===== config.mk =====
export PLATFORM = sky130hd
export DESIGN_NAME = uart_rx_flat
export DESIGN_NICKNAME = d
export VERILOG_FILES = /design/src/rtl/uart_rx_pkg.sv /design/src/rtl/uart_rx_if.sv /design/src/rtl/uart_rx_sampler.sv /design/src/rtl/uart_rx.sv /design/src/flat_wrapper.sv
export SDC_FILE = /design/constraint.sdc
export NUM_CORES = 1
export LEC_CHECK = 0
export BUFFER_PORTS_ARGS = -buffer_cell sky130_fd_sc_hd__buf_2
export CORE_UTILIZATION = 55
export CTS_CLUSTER_DIAMETER = 60
export DETAILED_ROUTE_END_ITERATION = 12
export PLACE_DENSITY = 0.74
export RECOVER_POWER = 50
export SLEW_MARGIN = 10
export SYNTH_ARGS = -nofsm -noshare
export SYNTH_HDL_FRONTEND = slang
export SYNTH_SLANG_ARGS = --single-unit

===== constraint.sdc =====
create_clock -name CLK -period 9.5 [get_ports CLK]
set_clock_uncertainty 0.15 [all_clocks]
set_input_delay 1.9 -clock CLK [delete_from_list [all_inputs] [get_ports CLK]]
set_output_delay 1.9 -clock CLK [all_outputs]
set_load 0.005 [all_outputs]

===== src/rtl/uart_rx_pkg.sv =====
// Shared UART definitions: FSM state encoding, parity selectors, default
// frame width and the 2-of-3 vote used by the receive sampler.
package uart_rx_pkg;

    localparam int UART_DATA_WIDTH = 8;

    localparam logic PAR_EVEN = 1'b0;
    localparam logic PAR_ODD  = 1'b1;

    typedef enum logic [2:0] {
        IDLE   = 3'd0,
        START  = 3'd1,
        DATA   = 3'd2,
        PARITY = 3'd3,
        STOP   = 3'd4
    } uart_state_t;

    function automatic logic majority3(input logic a, input logic b, input logic c);
        return (a & b) | (a & c) | (b & c);
    endfunction

endpackage


===== src/rtl/uart_rx_if.sv =====
// Receiver-side signal bundle: line/config inputs and decoded outputs.
interface uart_rx_if
    import uart_rx_pkg::*;
#(
    parameter int DATA_WIDTH = UART_DATA_WIDTH
);
    logic                  RX_IN;
    logic                  PAR_EN;
    logic                  PAR_TYP;
    logic [5:0]            Prescale;
    logic [DATA_WIDTH-1:0] P_DATA;
    logic                  Data_valid;
    logic                  Par_err;
    logic                  Stp_err;
    logic                  Busy;

    // Driver side (line source and configuration owner)
    modport master (
        output RX_IN, PAR_EN, PAR_TYP, Prescale,
        input  P_DATA, Data_valid, Par_err, Stp_err, Busy
    );

    // Receiver side
    modport slave (
        input  RX_IN, PAR_EN, PAR_TYP, Prescale,
        output P_DATA, Data_valid, Par_err, Stp_err, Busy
    );
endinterface


===== src/rtl/uart_rx_sampler.sv =====
// Per-bit edge counter with three mid-bit samples and a majority vote.
// The vote is valid from edge Prescale/2+2 until the next bit's samples.
module uart_rx_sampler
    import uart_rx_pkg::*;
(
    input  logic       CLK,
    input  logic       RST,
    input  logic       i_en,
    input  logic [5:0] i_prescale,
    input  logic       i_rx,
    output logic       o_sampled_bit,
    output logic       o_sample_done,
    output logic       o_bit_end
);
    logic [5:0] r_edge_cnt;
    logic [5:0] w_half;
    logic [5:0] w_last;
    logic [2:0] w_samples;

    assign w_half    = {1'b0, i_prescale[5:1]};
    // Wraps to 63 for Prescale=0, so an illegal setting still ends each bit.
    assign w_last    = i_prescale - 6'd1;
    assign o_bit_end = i_en && (r_edge_cnt == w_last);

    // Edge counter: runs 0..Prescale-1 while enabled, held at 0 otherwise
    always_ff @(posedge CLK or negedge RST) begin
        if (!RST) begin
            r_edge_cnt <= 6'd0;
        end else if (!i_en || o_bit_end) begin
            r_edge_cnt <= 6'd0;
        end else begin
            r_edge_cnt <= r_edge_cnt + 6'd1;
        end
    end

    genvar gi;
    generate
        for (gi = 0; gi < 3; gi++) begin : g_sample
            logic [5:0] w_point;
            logic       r_sample;

            assign w_point = w_half + 6'(gi) - 6'd1;

            // Capture the line at Prescale/2-1, Prescale/2, Prescale/2+1
            always_ff @(posedge CLK or negedge RST) begin
                if (!RST) begin
                    r_sample <= 1'b0;
                end else if (i_en && (r_edge_cnt == w_point)) begin
                    r_sample <= i_rx;
                end
            end

            assign w_samples[gi] = r_sample;
        end
    endgenerate

    assign o_sampled_bit = majority3(w_samples[0], w_samples[1], w_samples[2]);
    assign o_sample_done = i_en && (r_edge_cnt == (w_half + 6'd2));

endmodule


===== src/rtl/uart_rx.sv =====
// UART receiver: line synchronizer, frame FSM, LSB-first deserializer,
// parity and stop checks, single-cycle registered result strobes.
module uart_rx
    import uart_rx_pkg::*;
#(
    parameter int DATA_WIDTH = UART_DATA_WIDTH
) (
    input  logic     CLK,
    input  logic     RST,
    uart_rx_if.slave rx_if
);
    localparam int              CNT_W    = $clog2(DATA_WIDTH + 1);
    localparam logic [CNT_W-1:0] LAST_BIT = CNT_W'(DATA_WIDTH - 1);

    logic                  r_rx_meta;
    logic                  r_rx_s;
    uart_state_t           r_state,      w_state_next;
    logic [CNT_W-1:0]      r_bit_cnt,    w_bit_cnt_next;
    logic [DATA_WIDTH-1:0] r_shift,      w_shift_next;
    logic [DATA_WIDTH-1:0] r_pdata,      w_pdata_next;
    logic                  r_par_bad,    w_par_bad_next;
    logic [5:0]            r_prescale,   w_prescale_next;
    logic                  r_par_en,     w_par_en_next;
    logic                  r_par_typ,    w_par_typ_next;
    logic                  r_data_valid, w_data_valid_next;
    logic                  r_par_err,    w_par_err_next;
    logic                  r_stp_err,    w_stp_err_next;

    logic       w_cnt_en;
    logic [5:0] w_prescale_eff;
    logic       w_sampled_bit;
    logic       w_sample_done;
    logic       w_bit_end;
    logic       w_par_exp;

    // Two-flop synchronizer, idles high so reset never looks like a start bit
    always_ff @(posedge CLK or negedge RST) begin
        if (!RST) begin
            r_rx_meta <= 1'b1;
            r_rx_s    <= 1'b1;
        end else begin
            r_rx_meta <= rx_if.RX_IN;
            r_rx_s    <= r_rx_meta;
        end
    end

    // The falling-edge cycle in IDLE counts as edge 0 of the start bit, and
    // it must use the live Prescale because the latched copy is not yet loaded.
    assign w_cnt_en       = (r_state != IDLE) || !r_rx_s;
    assign w_prescale_eff = (r_state == IDLE) ? rx_if.Prescale : r_prescale;

    uart_rx_sampler u_sampler (
        .CLK           (CLK),
        .RST           (RST),
        .i_en          (w_cnt_en),
        .i_prescale    (w_prescale_eff),
        .i_rx          (r_rx_s),
        .o_sampled_bit (w_sampled_bit),
        .o_sample_done (w_sample_done),
        .o_bit_end     (w_bit_end)
    );

    assign w_par_exp = (r_par_typ == PAR_ODD) ? ~^r_shift : ^r_shift;

    // Next-state, datapath and strobe decode
    always_comb begin
        w_state_next      = r_state;
        w_bit_cnt_next    = r_bit_cnt;
        w_shift_next      = r_shift;
        w_pdata_next      = r_pdata;
        w_par_bad_next    = r_par_bad;
        w_prescale_next   = r_prescale;
        w_par_en_next     = r_par_en;
        w_par_typ_next    = r_par_typ;
        w_data_valid_next = 1'b0;
        w_par_err_next    = 1'b0;
        w_stp_err_next    = 1'b0;

        case (r_state)
            IDLE: begin
                if (!r_rx_s) begin
                    w_state_next    = START;
                    w_prescale_next = rx_if.Prescale;
                    w_par_en_next   = rx_if.PAR_EN;
                    w_par_typ_next  = rx_if.PAR_TYP;
                    w_par_bad_next  = 1'b0;
                    w_bit_cnt_next  = '0;
                end
            end
            START: begin
                if (w_bit_end) begin
                    if (w_sampled_bit) begin
                        w_state_next = IDLE;
                    end else begin
                        w_state_next   = DATA;
                        w_bit_cnt_next = '0;
                    end
                end
            end
            DATA: begin
                if (w_sample_done) begin
                    w_shift_next = {w_sampled_bit, r_shift[DATA_WIDTH-1:1]};
                end
                if (w_bit_end) begin
                    if (r_bit_cnt == LAST_BIT) begin
                        w_state_next   = r_par_en ? PARITY : STOP;
                        w_bit_cnt_next = '0;
                    end else begin
                        w_bit_cnt_next = r_bit_cnt + CNT_W'(1);
                    end
                end
            end
            PARITY: begin
                if (w_sample_done) begin
                    w_par_bad_next = (w_sampled_bit != w_par_exp);
                end
                if (w_bit_end) begin
                    w_state_next = STOP;
                end
            end
            STOP: begin
                if (w_bit_end) begin
                    w_state_next = IDLE;
                    if (r_par_bad) begin
                        w_par_err_next = 1'b1;
                    end else if (!w_sampled_bit) begin
                        w_stp_err_next = 1'b1;
                    end else begin
                        w_data_valid_next = 1'b1;
                        w_pdata_next      = r_shift;
                    end
                end
            end
            default: begin
                w_state_next = IDLE;
            end
        endcase
    end

    // FSM state register
    always_ff @(posedge CLK or negedge RST) begin
        if (!RST) begin
            r_state <= IDLE;
        end else begin
            r_state <= w_state_next;
        end
    end

    // Datapath, latched frame configuration and result strobes
    always_ff @(posedge CLK or negedge RST) begin
        if (!RST) begin
            r_bit_cnt    <= '0;
            r_shift      <= '0;
            r_pdata      <= '0;
            r_par_bad    <= 1'b0;
            r_prescale   <= 6'd0;
            r_par_en     <= 1'b0;
            r_par_typ    <= 1'b0;
            r_data_valid <= 1'b0;
            r_par_err    <= 1'b0;
            r_stp_err    <= 1'b0;
        end else begin
            r_bit_cnt    <= w_bit_cnt_next;
            r_shift      <= w_shift_next;
            r_pdata      <= w_pdata_next;
            r_par_bad    <= w_par_bad_next;
            r_prescale   <= w_prescale_next;
            r_par_en     <= w_par_en_next;
            r_par_typ    <= w_par_typ_next;
            r_data_valid <= w_data_valid_next;
            r_par_err    <= w_par_err_next;
            r_stp_err    <= w_stp_err_next;
        end
    end

    assign rx_if.P_DATA     = r_pdata;
    assign rx_if.Data_valid = r_data_valid;
    assign rx_if.Par_err    = r_par_err;
    assign rx_if.Stp_err    = r_stp_err;
    assign rx_if.Busy       = (r_state != IDLE);

endmodule


===== src/flat_wrapper.sv =====
// flat-port wrapper written by rule: the top's interface ports become plain ports
module uart_rx_flat import uart_rx_pkg::*;
#(
    parameter int DATA_WIDTH = UART_DATA_WIDTH
)
  (CLK, RST, rx_if_RX_IN, rx_if_PAR_EN, rx_if_PAR_TYP, rx_if_Prescale, rx_if_P_DATA, rx_if_Data_valid, rx_if_Par_err, rx_if_Stp_err, rx_if_Busy);
  uart_rx_if #(.DATA_WIDTH(DATA_WIDTH)) rx_if_i ();
  input  logic CLK;
  input  logic RST;
  input wire logic [$bits(rx_if_i.RX_IN)-1:0] rx_if_RX_IN;
  input wire logic [$bits(rx_if_i.PAR_EN)-1:0] rx_if_PAR_EN;
  input wire logic [$bits(rx_if_i.PAR_TYP)-1:0] rx_if_PAR_TYP;
  input wire logic [$bits(rx_if_i.Prescale)-1:0] rx_if_Prescale;
  output wire logic [$bits(rx_if_i.P_DATA)-1:0] rx_if_P_DATA;
  output wire logic [$bits(rx_if_i.Data_valid)-1:0] rx_if_Data_valid;
  output wire logic [$bits(rx_if_i.Par_err)-1:0] rx_if_Par_err;
  output wire logic [$bits(rx_if_i.Stp_err)-1:0] rx_if_Stp_err;
  output wire logic [$bits(rx_if_i.Busy)-1:0] rx_if_Busy;
  assign rx_if_i.RX_IN = rx_if_RX_IN;
  assign rx_if_i.PAR_EN = rx_if_PAR_EN;
  assign rx_if_i.PAR_TYP = rx_if_PAR_TYP;
  assign rx_if_i.Prescale = rx_if_Prescale;
  assign rx_if_P_DATA = rx_if_i.P_DATA;
  assign rx_if_Data_valid = rx_if_i.Data_valid;
  assign rx_if_Par_err = rx_if_i.Par_err;
  assign rx_if_Stp_err = rx_if_i.Stp_err;
  assign rx_if_Busy = rx_if_i.Busy;
  uart_rx #(.DATA_WIDTH(DATA_WIDTH)) u_core (.CLK(CLK), .RST(RST), .rx_if(rx_if_i));
endmodule

# Word-level counts from Yosys, hierarchy flattened

Index checks and enable logic that the tools add are counted.
Widths: inputs -> output; s select.

Flip-flop bits (word level): 46
Output and inout port bits: 12
Word-level logic and storage cells: 104

$add $sub $neg: 8
Eq/ne operators: 19
Mux-type cells: 32
Bitwise gates (word level): 7
Reduce and logical (&&, ||, !) cells: 21

Operators with widths:

| kind                | number |
|---|---|
| $eq 6x6->1          | 5 |
| $mux 3              | 7 |
| $mux 4              | 5 |
| $sub 6x1->6 const B | 3 |
| $pmux 3 s5          | 1 |
| $mux 1              | 14 |
| $ne 2x2->1 const B  | 7 |
| $mux 6              | 2 |
| $pmux 4 s3          | 1 |
| $reduce_xnor 8->1   | 1 |
| $reduce_xor 8->1    | 1 |
| $add 5x1->6 const B | 1 |
| $add 5x2->6 const B | 1 |
| $add 6x1->6 const B | 1 |
| $eq 3x2->1 const B  | 2 |
| $reduce_and 6->1    | 1 |
| $reduce_bool 3->1   | 2 |
| $sub 5x1->6 const B | 1 |
| $logic_and 1x1->1   | 5 |
| $reduce_and 5->1    | 1 |
| $add 4x1->4 const B | 1 |
| $eq 4x3->1 const B  | 1 |
| $reduce_and 2->1    | 2 |
| $reduce_and 4->1    | 1 |
| other kinds (14)    | 20 |

# Logic depth before layout (Yosys ltp)

Word-level depth: 7
Gate-level depth with buffers: 13
Depth with buffers taken out: 11

# Modules after synthesis

From an unflattened synthesis, not the netlist that was laid out.

Cells, all modules: 261
Area, all modules: 2,766.4 um2

Modules (own cells, without submodules):

| module          | instances | cells each | area each (um2) |
|---|---|---|---|
| uart_rx         | 1         | 144        | 1,726.7 |
| uart_rx_sampler | 1         | 117        | 1,039.7 |

# Least setup slack after synthesis

Ideal clock, no wire load.

Path type: input to register
Start point: input port rx_if_Prescale[2]
End point: register u_core.r_pdata[0], in the netlist u_core.rx_if.P_DATA[0]
Setup time: 125 ps
Arrival: 4,500 ps
Required time: 9,225 ps
Path slack: 4,725 ps
Stages on the path: 11
Path buffers: 1
Cell sequence: or4b_1 > and2_4 > ha_1 > nor2b_1 > o31a_1 > or4_1 > nand4_1 > and4_4 > and3_1 > buf_6 > mux2_4

Word-level cells in the longest chain between the ends: 5

RTL lines:

| element                    | RTL line              | source |
|---|---|---|
| from (decl)                | flat_wrapper.sv:13    | `input wire logic [$bits(rx_if_i.Prescale)-1:0] rx_if_Prescale;` |
| $mux 6                     | uart_rx.sv:50         | `assign w_prescale_eff = (r_state == IDLE) ? rx_if.Prescale : r_prescale;` |
| $sub 6x1->6                | uart_rx_sampler.sv:22 | `assign w_last = i_prescale - 6'd1;` |
| $eq 6x6->1                 | uart_rx_sampler.sv:23 | `assign o_bit_end = i_en && (r_edge_cnt == w_last);` |
| $logic_and 1x1->1          | uart_rx_sampler.sv:23 |  |
| $reduce_and 4->1 (no line) | --                    |  |
| to (signal assigned)       | uart_rx.sv:165        | `r_pdata <= w_pdata_next;` |
| to (decl)                  | uart_rx.sv:20         | `logic [DATA_WIDTH-1:0] r_pdata, w_pdata_next;` |

No other way between the ends.
A chain may end at the register's enable or synchronous reset.

# Final worst setup path

Start point: register u_core.r_state[2]
End point: register u_core.r_pdata[2], in the netlist u_core.rx_if.P_DATA[2]

Word-level cells in the longest chain between the ends: 6

RTL lines:

| element                        | RTL line              | source |
|---|---|---|
| from (decl)                    | uart_rx.sv:17         | `uart_state_t r_state, w_state_next;` |
| from (signal assigned)         | uart_rx.sv:145        | `r_state <= w_state_next;` |
| $logic_not 3->1                | uart_rx.sv:50         |  |
| $mux 6                         | uart_rx.sv:50         |  |
| $sub 6x1->6                    | uart_rx_sampler.sv:22 |  |
| $eq 6x6->1                     | uart_rx_sampler.sv:23 |  |
| $logic_and 1x1->1              | uart_rx_sampler.sv:23 |  |
| $reduce_and 4->1 (no line) (*) | --                    |  |

Every way passes the cells marked *; elsewhere a longest branch is shown, timed or not.

==> flow_summary.json <==
{
  "peakVddDrop_uv": 176,
  "grt_pass1_vias": 2219,
  "top_layer": "met4",
  "cts.sinks": 46,
  "clk_latency_ns": 0.30,
  "die_h_um": 76.2,
  "ioPinCount": 23,
  "synth-seq-cells": 46,
  "die_x_um": 76.2,
  "synthTopCellsByArea": "dfrtp_1 36%, xnor2_1 6.7%, mux2_2 4.5%, mux2_4 4.0%, nand2_1 3.7%",
  "initial_core_util_pct": 58.2,
  "synth_edf_count": 0,
  "final_antenna_net_count": 0,
  "netlist_instances": 304,
  "fin_nets": 333,
  "fin_crit_sh_pct": 72.8,
  "antenna_found_initial": 0,
  "crit_path_start_kind": "flip-flop",
  "worstMarginPinSlew_ns": 2.44,
  "placementRows": 26,
  "vias": 2301,
  "place.gp.congestion": 0.886,
  "synth_fp_nets": 323,
  "syn_area_per_cell_um2": 9.96,
  "cp_max_fo": 17,
  "dr.pass1.iters": 4,
  "drive_above_1_share_pct": 20.3,
  "wl_met3_um": 277,
  "synth_top_area_cell": "dfrtp_1",
  "grt_overflow": 0,
  "htree_levels": 2,
  "finalSetupViolations": 0,
  "leakage_nw": 1.46,
  "drv_slew": 65,
  "grt_start_max_net_pins": 47,
  "numPortBuffers": 22,
  "cts-root-buf": "clkbuf_8",
  "p_seq_share_pct": 32.2,
  "area_growth_pct": 6.73,
  "hold_buffers": 0,
  "dp_hpwl_um": 4540,
  "fmax_ghz": 0.145,
  "power_frac_clock_pct": 13.9,
  "yosysTopAreaCellShare_pct": 36.3,
  "hp-class": "reg -> reg",
  "drc_errors": 0,
  "met2WireLength_um": 3010,
  "cp.required_ns": 9.53,
  "tritoncts": "built",
  "violations": "capacitance limit, slew limit",
  "post_cts.repair.setup_buffers": 0,
  "cts_resized": 0,
  "vias_per_cell": 5.98,
  "coreArea_um2": 5200,
  "async_reset_ff_share_pct": 100,
  "ys_seq_area_share_pct": 38.1,
  "cp.arrival_ns": 6.95,
  "fin_crit_ns": 6.92,
  "met1Wirelength_um": 3110,
  "max-slew-margin-rel_pct": -63.0,
  "utilization_pct": 62.1,
  "synth_commonest_cells": "44 x dfrtp_1, 30 x nand2_1, 23 x xnor2_1, 14 x nor2_1, 12 x mux2_2",
  "synth_top_flop_cell": "dfrtp_1",
  "cts.clk_slew.worst_paths_ns": 0.08,
  "synth.most_common_cell": "dfrtp_1",
  "ys_types": 66,
  "cts_buffers": 5,
  "power_switching_w": 0.000477,
  "nFillCells": 463,
  "initialDrtViolationCount": 187,
  "n_antenna_cell": 0,
  "yosys_warnings": 0,
  "cap_violations": 2,
  "critPathKind": "reg -> reg",
  "status": "complete, but fails checks",
  "powerDensity_nw_per_um2": 335,
  "grt_use_total_pct": 23.8,
  "hold_viol": 0,
  "rsz0062_at_grt": "false",
  "clock_path_buffers": 2,
  "dieArea_um2": 5810,
  "drt-total-wl_um": 6440,
  "grt_pass1_wl_um": 11000,
  "switching_share_pct": 44.0,
  "netlist_area_um2": 3030,
  "setup_tns_ns": 0,
  "wl_per_cell_um": 16.7,
  "power.share.combinational_pct": 54.0,
  "p_int_w": 0.000607,
  "end_kind": "flip-flop"
}
-- registers in the layout (all words and copies together), names as in the netlist --
register and count:
u_core.r_bit_cnt 4, u_core.rx_if.Par_err 1, u_core.r_par_typ 1, u_core.r_rx_meta 1, u_core.r_par_bad 1, u_core.r_par_en 1
u_core.rx_if.Data_valid 1, u_core.u_sampler.r_edge_cnt 6, u_core.r_prescale 6, u_core.r_state 3, u_core.rx_if.Stp_err 1, u_core.r_rx_s 1
u_core.r_shift 8, u_core.rx_if.P_DATA 8, u_core.u_sampler.g_sample.r_sample 3
-- critical path, stage by stage (launching register included) --
cell        delay, ns
dfrtp_1          0.53
nor3_1           1.66
clkinvlp_2       1.51
mux2i_4          0.52
ha_1             0.24
nor2b_1          0.16
o31a_1           0.25
or4_1            0.47
nand4_1          0.14
and4_4           0.29
and3_1           0.52
mux2_4           0.35
-- cell usage in the layout (no fill, tap or decap), types with 6 or more instances in the layout --
cell,count
mux2_4,8
a21oi_1,9
ha_1,8
mux2_2,12
mux2i_1,7
o21ai_0,9
nand4_1,9
dfrtp_1,44
buf_2,21
nor3_1,8
nor2_1,14
clkbuf_8,6
xnor2_1,23
nand2_1,30
xor2_1,11
inv_1,10
-- logic make-up (layout without fill, tap and decap cells) --
family	after synthesis	after routing	synth area share, %
and+or+nand+nor	100	100	18.6
muxes	29	29	12.2
adders and majority gates	9	9	3.64
buffers and inverters	32	43	4.87
DFF	46	46	38.1
xor gates and xnor gates	36	36	10.9
AOI/OAI and AO/OA	52	52	11.7
-- metal layers --
layer,vias up,GRT usage [%]
met2,48,37.5
li1,1107,-
met3,5,3.71
met5,-,0
met4,0,5.00
met1,1141,34.7
-- final cells by class --
cell class / instances / area, um^2 / area share (%)
clock buffer: 7 / 86.3 / 2.67
clock inverter: 1 / 30.0 / 0.929
inverter: 12 / 46.3 / 1.43
multi-input combinational: 226 / 1720 / 53.1
sequential: 46 / 1150 / 35.7
tap: 70 / 87.6 / 2.71
timing repair buffer: 23 / 113 / 3.48
-- through the flow --
| stage | setup WS [ns] | total power [W] | area, um^2 | hold slack (ns) | std cells |
|---|---|---|---|---|---|
| final | 2.58 | 0.00108 | 3230 | 0.210 | 385 |
| after global placement | 4.19 | 0.000921 | 3130 | 0.195 | 377 |
| after CTS | 4.38 | 0.00109 | 3250 | 0.212 | 385 |
| after detailed placement | 4.08 | 0.000934 | 3130 | 0.200 | 377 |
| after global routing | 2.26 | 0.00117 | 3230 | 0.220 | 385 |
| after floorplan | 4.72 | 0.000824 | 3030 | 0.195 | 304 |
-- final timing paths --
path,start,endpoint,slack (ns),depth (start not counted)
worst max-delay path,u_core.r_state[2],u_core.rx_if.P_DATA[2],2.58,11
worst min-delay path,u_core.r_rx_meta,u_core.r_rx_s,0.21,0
worst max register to register,u_core.r_state[2],u_core.rx_if.P_DATA[2],2.58,11
worst min register to register,u_core.r_rx_meta,u_core.r_rx_s,0.21,0
max in group asynchronous,RST,u_core.r_state[1],5.62,1
min in group asynchronous,RST,u_core.r_shift[2],2.19,1
-- power groups by stage --
| stage | logic (W) | clock network [W] | registers, W |
|---|---|---|---|
| after floorplan | 0.000541 | 0 | 0.000282 |
| after global placement | 0.000573 | 0 | 0.000348 |
| after detailed placement | 0.000583 | 0 | 0.000351 |
| after CTS | 0.000587 | 0.000153 | 0.000347 |
| after global routing | 0.000653 | 0.000161 | 0.000358 |
| final | 0.000585 | 0.000150 | 0.000348 |
(Power assumes the default switching activity.)
